## src/rtl/gelu_pkg.sv

```systemverilog
// Shared constants and types for the GELU LUT address serializer.
//  DATA_W/ADDR_W/IN_SHIFT : default element, address and quantizer shift widths
//  LUT_MIN_Q/LUT_MAX_Q    : raw Q8.8 range covered by the LUT, [-4.0, 4.0)
//  LUT_CENTRE             : address bias that maps q=0 to the table midpoint
//  q88_t                  : signed Q8.8 element
//  state_t                : serializer FSM state
package gelu_pkg;

  localparam int unsigned DATA_W   = 16;
  localparam int unsigned ADDR_W   = 8;
  localparam int unsigned IN_SHIFT = 3;

  localparam int LUT_MIN_Q  = -1024;
  localparam int LUT_MAX_Q  = 1023;
  localparam int LUT_CENTRE = 128;

  typedef logic signed [DATA_W-1:0] q88_t;

  typedef enum logic {
    ST_IDLE = 1'b0,
    ST_BUSY = 1'b1
  } state_t;

endpackage

```

## src/rtl/gelu_quantize.sv

```systemverilog
// Combinational quantizer: maps a signed Q8.8 element onto the 256-entry LUT
// address space ([-4.0, 4.0), step 1/32) and flags out-of-range inputs.
//  x     : raw signed element
//  addr  : LUT address (0 when under, all-ones when over)
//  over  : x above the LUT range
//  under : x below the LUT range
module gelu_quantize
  import gelu_pkg::*;
#(
  parameter int unsigned DATA_W   = 16,
  parameter int unsigned ADDR_W   = 8,
  parameter int unsigned IN_SHIFT = 3
) (
  input  logic [DATA_W-1:0] x,
  output logic [ADDR_W-1:0] addr,
  output logic              over,
  output logic              under
);

  localparam logic signed [DATA_W-1:0] MIN_X  = DATA_W'(LUT_MIN_Q);
  localparam logic signed [DATA_W-1:0] MAX_X  = DATA_W'(LUT_MAX_Q);
  localparam logic signed [DATA_W-1:0] CENTRE = DATA_W'(LUT_CENTRE);

  logic signed [DATA_W-1:0] xs;
  logic signed [DATA_W-1:0] q;

  always_comb begin
    xs    = $signed(x);
    // Arithmetic shift floors toward -inf, matching the LUT step boundaries.
    q     = xs >>> IN_SHIFT;
    under = (xs < MIN_X);
    over  = (xs > MAX_X);
    addr  = ADDR_W'(q + CENTRE);
    if (under) begin
      addr = '0;
    end else if (over) begin
      addr = '1;
    end
  end

endmodule

```

## src/rtl/gelu_addr_serializer.sv

```systemverilog
// Feeder for the GELU LUT activation stage. Accepts beats of LANES signed Q8.8
// elements over valid/ready and emits one quantized LUT address per cycle,
// with range flags and the raw element carried alongside.
//  clk, rst   : clock, synchronous active-high reset
//  s_valid    : input beat valid
//  s_ready    : input beat accepted when s_valid && s_ready
//  s_data     : packed elements, lane 0 in the low DATA_W bits
//  s_last     : beat ends a vector
//  lut_valid  : address valid (LUT stage in_valid)
//  lut_addr   : LUT address
//  sb_over    : x above range, LUT result replaced by x
//  sb_under   : x below range, LUT result replaced by 0
//  sb_x       : raw element
//  sb_lane    : lane index of the current element
//  sb_last    : final lane of a beat that carried s_last
module gelu_addr_serializer
  import gelu_pkg::*;
#(
  parameter int unsigned LANES    = 4,
  parameter int unsigned DATA_W   = 16,
  parameter int unsigned ADDR_W   = 8,
  parameter int unsigned IN_SHIFT = 3
) (
  input  logic                       clk,
  input  logic                       rst,
  input  logic                       s_valid,
  output logic                       s_ready,
  input  logic [LANES*DATA_W-1:0]    s_data,
  input  logic                       s_last,
  output logic                       lut_valid,
  output logic [ADDR_W-1:0]          lut_addr,
  output logic                       sb_over,
  output logic                       sb_under,
  output logic [DATA_W-1:0]          sb_x,
  output logic [$clog2(LANES)-1:0]   sb_lane,
  output logic                       sb_last
);

  localparam int unsigned CNT_W = $clog2(LANES);
  localparam logic [CNT_W-1:0] LAST_LANE = CNT_W'(LANES - 1);

  state_t            state, state_d;
  logic [CNT_W-1:0]  cnt, cnt_d;
  logic              load;
  logic              ready_c;
  logic              emit;

  logic [DATA_W-1:0] beat_q [LANES];
  logic              beat_last_q;
  logic [DATA_W-1:0] elem;

  logic [ADDR_W-1:0] q_addr;
  logic              q_over;
  logic              q_under;

  logic              valid_q;
  logic [ADDR_W-1:0] addr_q;
  logic              over_q;
  logic              under_q;
  logic [DATA_W-1:0] x_q;
  logic [CNT_W-1:0]  lane_q;
  logic              last_q;

  assign emit = (state == ST_BUSY);
  assign elem = beat_q[cnt];

  gelu_quantize #(
    .DATA_W   (DATA_W),
    .ADDR_W   (ADDR_W),
    .IN_SHIFT (IN_SHIFT)
  ) u_quantize (
    .x     (elem),
    .addr  (q_addr),
    .over  (q_over),
    .under (q_under)
  );

  always_comb begin
    state_d = state;
    cnt_d   = cnt;
    load    = 1'b0;
    ready_c = 1'b0;
    case (state)
      ST_IDLE: begin
        ready_c = 1'b1;
        if (s_valid) begin
          load    = 1'b1;
          cnt_d   = '0;
          state_d = ST_BUSY;
        end
      end
      ST_BUSY: begin
        cnt_d = cnt + CNT_W'(1);
        // Accepting during the last lane keeps the output stream gap-free.
        if (cnt == LAST_LANE) begin
          ready_c = 1'b1;
          if (s_valid) begin
            load  = 1'b1;
            cnt_d = '0;
          end else begin
            state_d = ST_IDLE;
          end
        end
      end
      default: state_d = ST_IDLE;
    endcase
  end

  always_ff @(posedge clk) begin
    if (rst) begin
      state <= ST_IDLE;
      cnt   <= '0;
    end else begin
      state <= state_d;
      cnt   <= cnt_d;
    end
  end

  always_ff @(posedge clk) begin
    if (rst) begin
      for (int unsigned i = 0; i < LANES; i++) begin
        beat_q[i] <= '0;
      end
      beat_last_q <= 1'b0;
    end else if (load) begin
      for (int unsigned i = 0; i < LANES; i++) begin
        beat_q[i] <= s_data[i*DATA_W +: DATA_W];
      end
      beat_last_q <= s_last;
    end
  end

  always_ff @(posedge clk) begin
    if (rst) begin
      valid_q <= 1'b0;
      addr_q  <= '0;
      over_q  <= 1'b0;
      under_q <= 1'b0;
      x_q     <= '0;
      lane_q  <= '0;
      last_q  <= 1'b0;
    end else begin
      valid_q <= emit;
      if (emit) begin
        addr_q  <= q_addr;
        over_q  <= q_over;
        under_q <= q_under;
        x_q     <= elem;
        lane_q  <= cnt;
        last_q  <= beat_last_q && (cnt == LAST_LANE);
      end
    end
  end

  // Outputs are forced low for the whole reset window, not only after the
  // first reset edge, so the downstream stage never sees stale data.
  assign s_ready   = ready_c & ~rst;
  assign lut_valid = valid_q & ~rst;
  assign lut_addr  = rst ? '0 : addr_q;
  assign sb_over   = over_q & ~rst;
  assign sb_under  = under_q & ~rst;
  assign sb_x      = rst ? '0 : x_q;
  assign sb_lane   = rst ? '0 : lane_q;
  assign sb_last   = last_q & ~rst;

endmodule

```

## config.mk

```make
export PLATFORM = sky130hd
export DESIGN_NAME = gelu_addr_serializer
export DESIGN_NICKNAME = d
export VERILOG_FILES = /design/src/rtl/gelu_pkg.sv /design/src/rtl/gelu_quantize.sv /design/src/rtl/gelu_addr_serializer.sv
export SDC_FILE = /design/constraint.sdc
export NUM_CORES = 1
export LEC_CHECK = 0
export ABC_AREA = 1
export CAP_MARGIN = 5
export CORE_ASPECT_RATIO = 0.5
export CORE_MARGIN = 2
export CORE_UTILIZATION = 42
export CTS_CLUSTER_SIZE = 25
export DETAILED_ROUTE_END_ITERATION = 6
export GPL_ROUTABILITY_DRIVEN = 0
export PLACE_DENSITY_LB_ADDON = 0.1
export SYNTH_ARGS = -nofsm -noshare
export SYNTH_HDL_FRONTEND = slang
export SYNTH_SLANG_ARGS = --single-unit
```

## constraint.sdc

```tcl
create_clock -name clk -period 16 [get_ports clk]
set_clock_uncertainty 0.1 [all_clocks]
set_input_delay 1.6 -clock clk [delete_from_list [all_inputs] [get_ports clk]]
set_output_delay 1.6 -clock clk [all_outputs]
set_load 0.01 [all_outputs]
```

==> out/qor.txt, run 1 <==
clock sink total -> 100
Worst Path Max Fanout -> 36
multiplexer share of the synthesized area -> 0
DIE HEIGHT -> 76.2 µm
Synth top area share -> 0.439
layout overhead on the synthesized area -> 31.1%
setup violators final -> 0
CP Class -> in -> out
R2R Setup Slk -> 13.23 ns
Placeable Area -> 10,200 µm²
outcome -> completed
Routed WL -> 9.05 mm
worst vdd ir -> 51.5 µV
power density cells -> 101 nW/µm²
layout cells sized above 1 -> 0.0408
fillers -> 990
Min-Delay Path Depth -> 2
Top Ports -> 99
Final Hold Violating Endpoints -> 0
post-route insts no fill -> 752
Die ar. -> 11,300 µm²
largest family of logic cells by synthesized area -> simple AND/OR/NAND/NOR gates
post-cts gate resize count -> 0
maxcap violations -> 0
Post-synth ARST share -> 0
CTS tree -> done
CP Data Arrival Time -> 3.11 ns
placed cell count -> 737
top post-synthesis cells by area -> edfxtp_1, dfxtp_1, nor2_1
Cell Area, Synth -> 4380 µm²
Synth Area in Simple Gates -> 0.214
yosys warns -> 0
post-synthesis compound-gate area fraction -> 0.0612
commonest cells in the synthesized netlist -> nor2_1, inv_1, nand2_1
first-pass GRT wire length -> 15.1 mm
fin crit period -> 4.81 ns
syn avg cell area -> 8.45 µm²
gr usage total -> 0.174
vias in the first global route -> 2,961
grt ovf -> 0
Die Span X -> 148 µm
HPWL after DPL -> 6.01 mm
CTS Buf Count -> 9
Cell variety after synth -> 23
Reg2Reg Depth -> 6
Pleak -> 2.61 nW
most numerous cell in the Yosys netlist -> nor2_1
setup repair after global routing missed its margin -> false
Worst-Margin Slew -> 0.854 ns
initial antenna violation count -> 0
vias -> 3,296
crit start category -> input port
top_reg_cell synth -> edfxtp_1
largest area contributor in the netlist -> edfxtp_1
register bit total from synthesis -> 100
vias per cell -> 4.38
FF-to-FF Start -> emit
Reg-to-Reg End -> beat_q[2][2]
I/O Buffers -> 98
Synth Area in Adders -> 0.00286
number of diodes -> 0
worst skew pair latency -> 0.34 ns
Cells after Synth -> 518
Sum Neg Setup Slack -> 0 ns
CP Launch Point -> rst
Cell Rows -> 26
Max Root-Sink Buffers -> 2
setup bufs post-CTS -> 0
Detailed Route Iter0 Violations -> 168
crit path capture -> s_ready
pin count of the biggest net entering global routing -> 67
# nets final -> 677
Max Fclk -> 208 MHz
Min-Delay Path Class -> reg -> reg
drt pass-1 iters -> 4
final worst-path cycle share -> 0.301
drc violations -> 0
Synth Area in XOR/XNOR -> 0
H-tree depth -> 3
Clock Pin Slew Worst Setup and Hold Paths -> 0.07 ns
cts hold-fix bufs -> 0
Worst EP required -> 14.30 ns
sequential share of the synthesized area -> 0.604
initial core utilization -> 0.430
number of synthesized flops with an enable pin -> 64
CTS root buf -> clkbuf_16
Worst slew margin -> 0.430
Worst Setup End Kind -> output port
average routed wire per standard cell -> 12.0 µm
antenna viol nets, final -> 0
syn_nets -> 587
Max Slew Vio Count -> 0
==> critical path, cell delays in order <==
cell and delay (ns):
clkdlybuf4s50_1 0.40, buf_4 0.25, nor2_1 0.27, clkdlybuf4s50_1 0.59
==> how the worst min path moves through the flow <==
stage | startpoint | to
CTS | lane_q[0] | lane_q[0]
global placement | lane_q[0] | lane_q[0]
floorplan | lane_q[0] | lane_q[0]
detailed placement | lane_q[0] | lane_q[0]
global route | lane_q[0] | lane_q[0]
finish | lane_q[0] | lane_q[0]
==> registers in the layout (all words and copies together) (netlist names), 2 cells and up, named ones only <==
register / cells
addr_q: 8
beat_q: 64
cnt: 2
lane_q: 2
x_q: 16
==> cell type report <==
type	instances	area, µm²	area share
Sequential cell	100	2640	0.460
Clock buffer	11	254	0.0443
Timing Repair Buffer	103	1020	0.177
Inverter	105	394	0.0687
Multi-Input combinational cell	289	1230	0.215
Clock inverter	4	22.5	0.00392
Tap cell	140	175	0.0305
==> report_power, final <==
part | switching [mW] | internal, mW
clock | 0.0896 | 0.114
combinational | 0.0407 | 0.0340
sequential | 0.00567 | 0.295
total | 0.136 | 0.443
==> per-stage QoR <==
| step | util | setup slack (ns) | cell area (µm²) | total power [mW] | hold slack [ns] |
|---|---|---|---|---|---|
| after floorplan | - | 9.10 | 4380 | 0.347 | 0.341 |
| after global placement | 0.536 | 11.25 | 5460 | 0.382 | 0.352 |
| after detailed placement | 0.536 | 11.18 | 5460 | 0.382 | 0.353 |
| after CTS | 0.564 | 11.18 | 5740 | 0.585 | 0.364 |
| after global routing | 0.564 | 11.08 | 5740 | 0.606 | 0.383 |
| final | 0.564 | 11.19 | 5740 | 0.579 | 0.364 |
==> layout by cell type (no fill, tap or decap) <==
cell and count:
o21ai_0 21, nor2_1 130, nand2_2 2, edfxtp_1 64, inv_1 104, clkdlybuf4s50_1 98, buf_4 5, nand3b_1 1
ha_1 1, a21oi_1 14, nand3_1 14, o22ai_1 8, dfxtp_1 36, nor3b_1 1, nand2_1 92, o41ai_1 1
clkbuf_1 1, o21bai_4 1, nand3_2 1, clkbuf_16 10, a32o_1 1, clkinv_2 2, o21ai_4 1, inv_4 2
inv_2 1
==> cells by family (layout without fill, tap and decap cells) <==
logic type | count (synthesis) | in the layout
adders and majority gates | 1 | 1
DFF | 100 | 100
and+or+nand+nor | 241 | 241
AOI/OAI and AO/OA | 47 | 47
buffers and inverters | 129 | 223
==> per-layer routing <==
metal	vias to the layer above	GRT usage	wire length (µm)
li1	1758	-	-
met1	1439	0.268	4680
met2	94	0.237	3740
met3	5	0.0455	563
met4	0	0.0562	60
met5	-	0	0
Note: power is estimated with default switching activity, not from simulation.
==> inputs of run 2 (changes only) <==
==> constraint.sdc (replaced) <==
create_clock -name clk -period 4.63 [get_ports clk]
set_clock_uncertainty 0.1 [all_clocks]
set_input_delay 0.463 -clock clk [delete_from_list [all_inputs] [get_ports clk]]
set_output_delay 0.463 -clock clk [all_outputs]
set_load 0.01 [all_outputs]
==> run 2 against run 1 <==
Against the previous run:
- utilization up 0.18 points
- power rose to 3.5 times the previous value
- sequential share of layout area down 0.15 points
- sequential power rose to 3.5 times the previous value
- design area up 0.33%
- routed wire length up 2.2%
- count of clock-buffer cells in the layout up 1
- via count down 0.33%
- global-route usage about the same
- sequential cell count unchanged
- combinational power rose to 3.5 times the previous value
- critical path type is now reg -> reg
- highest routed layer unchanged
==> out/qor.txt, run 2 (synthesis results as in run 1) <==
outcome -> completed
Final Instance Area -> 5760 µm² (+0.33%)
gr usage total -> 0.174 (-0.000487)
CP peak stage delay -> 0.88 ns (+0.29 ns)
vias per cell -> 4.36 (-0.60%)
fillers -> 971 (-1.9%)
max FFs per register -> 64 (unchanged)
met2 WL -> 3.88 mm (+3.7%)
Reg2Reg Depth -> 5 (-1)
Sw Pwr -> 464 µW (+240%)
Tot Pwr -> 2.01 mW (+250%)
FF-to-FF Start -> emit
Max Root-Sink Buffers -> 2 (unchanged)
most common cell after layout, fill and taps aside -> nor2_1
drc violations -> 0 (unchanged)
Seq pwr share -> 0.517 (-0.003)
Detailed Route Iter0 Violations -> 205 (+22%)
clock share of power -> 0.353 (+0.002)
CP Launch Point -> emit
pin count of the biggest net entering global routing -> 65 (-3.0%)
CTS Buf Count -> 9 (unchanged)
post-cts gate resize count -> 0 (unchanged)
crit path capture -> beat_q[1][12]
setup bufs post-CTS -> 0 (unchanged)
Cell Area, Placed -> 5470 µm² (+0.14%)
Logic pwr share -> 0.130 (about the same)
R2R Setup Slk -> 1.60 ns (-11.63 ns)
Worst Setup End Kind -> flop
leading registers by flop count -> beat_q (64), x_q (16), addr_q (8)
Routed WL -> 9.24 mm (+2.2%)
I/O Buffers -> 98 (unchanged)
CTS tree -> done
Worst EP required -> 4.57 ns (-9.73 ns)
Cell Rows -> 26 (unchanged)
drt pass-1 iters -> 4 (unchanged)
CTS root buf -> clkbuf_16
setup violators final -> 0 (unchanged)
antenna viol nets, final -> 0 (unchanged)
worst skew pair latency -> 0.33 ns (about the same)
Die ar. -> 11,300 µm² (unchanged)
layout overhead on the synthesized area -> 31.5%
H-tree depth -> 3 (unchanged)
Placeable Area -> 10,200 µm² (unchanged)
# nets final -> 678 (+0.15%)
setup repair after global routing missed its margin -> false
wl on met1 -> 4.78 mm (+2.1%)
Pleak -> 2.62 nW (+0.50%)
CP Data Arrival Time -> 2.97 ns (-0.14 ns)
power density cells -> 349 nW/µm² (+250%)
Final Util -> 0.565 (+0.00184)
Sw Share -> 0.231 (-0.00374)
commonest non-fill, non-tap cells in the layout -> nor2_1, inv_1, clkdlybuf4s50_1
slowest stage cell, crit path -> nand2_2
maxcap violations -> 0 (unchanged)
Sum Neg Setup Slack -> 0 ns (unchanged)
first-pass GRT wire length -> 15.2 mm (+0.60%)
Die Span X -> 148 µm (unchanged)
final worst-path cycle share -> 0.655
Max Fclk -> 330 MHz
vias -> 3,285 (-0.33%)
worst vdd ir -> 163 µV (+220%)
crit start category -> flop
Final Hold Violating Endpoints -> 0 (unchanged)
layout cells sized above 1 -> 0.0456 (+0.00475)
initial antenna violation count -> 0 (unchanged)
P_int -> 1.55 mW (+250%)
HPWL after DPL -> 6.21 mm (+3.4%)
DR top layer -> met4
number of diodes -> 0 (unchanged)
vias in the first global route -> 3,071 (+3.7%)
Min-Delay Path Class -> reg -> reg
CP Class -> reg -> reg
Worst-Margin Slew -> 1.18 ns (+0.329 ns)
Max Slew Vio Count -> 0 (unchanged)
initial core utilization -> 0.430 (unchanged)
clock sink total -> 100 (unchanged)
average routed wire per standard cell -> 12.3 µm (+1.9%)
Reg-to-Reg End -> beat_q[1][12]
Top Ports -> 99 (unchanged)
DR WL met3 -> 540 µm (-4.1%)
grt ovf -> 0 (unchanged)
cts hold-fix bufs -> 0 (unchanged)
crit-path cells -> inv_1 -> nor2_1 -> nor2_1 -> nand2_2 -> nor2_1
Clock Pin Slew Worst Setup and Hold Paths -> 0.06 ns (about the same)
CP most frequent cell -> nor2_1
Worst slew margin -> 0.208 (-0.221)
DIE HEIGHT -> 76.2 µm (unchanged)
fin crit period -> 3.03 ns
Worst Path Max Fanout -> 64 (+78%)
most flop-heavy register -> beat_q
run 2: cell types whose count changed in the layout (fill, tap and decap cells not counted):
cell,delta
buf_4,+1
clkbuf_1,-1
clkbuf_16,-1
clkbuf_8,+3
clkinv_2,+1
inv_4,-1
run 2: layout make-up:
type / count / area [µm²] / area share
sequential: 100 / 2640 / 0.459
multi-input combinational: 289 / 1230 / 0.214
inverter: 105 / 394 / 0.0684
timing repair buffer: 104 / 1030 / 0.178
clock inverter: 4 / 21.3 / 0.00369
clock buffer: 12 / 267 / 0.0463
tap: 140 / 175 / 0.0304
run 2: metal layers:
| metal | GRT usage | vias to the layer above |
|---|---|---|
| met5 | 0 | - |
| met4 | 0.0457 | 0 |
| met3 | 0.0455 | 2 |
| met2 | 0.242 | 95 |
| met1 | 0.267 | 1423 |
| li1 | - | 1765 |
run 2: worst min path at each step:
| stage | from | slack [ns] | cells after the start | to |
|---|---|---|---|---|
| 2_1_floorplan | lane_q[0] | 0.34 | 2 | lane_q[0] |
| 3_3_place_gp | beat_last_q | 0.36 | 2 | beat_last_q |
| 3_5_place_dp | beat_last_q | 0.36 | 2 | beat_last_q |
| 4_1_cts | beat_last_q | 0.38 | 2 | beat_last_q |
| 5_1_grt | lane_q[0] | 0.41 | 2 | lane_q[0] |
| 6_report | lane_q[0] | 0.38 | 2 | lane_q[0] |
run 2: worst max-delay path: cells and delay by family, from the launching register on:
family        cells  cell delay [ns]
simple gates      4             1.51
flops             1             0.60
buf+inv           1             0.47
run 2: power groups by stage:
stage               sequential [mW]  clock [mW]  combinational, mW
finish                         1.04       0.710              0.261
global route                   1.04       0.770              0.297
CTS                            1.04       0.736              0.265
detailed placement             1.06           0              0.264
global placement               1.06           0              0.263
floorplan                      1.06           0              0.140
run 2: stage by stage:
stage,hold slack [ns],std cells,worst slack (ns)
finish,0.383,754,1.60
global route,0.407,754,1.19
CTS,0.381,754,1.58
detailed placement,0.364,738,1.59
global placement,0.360,738,1.61
floorplan,0.341,518,0.564
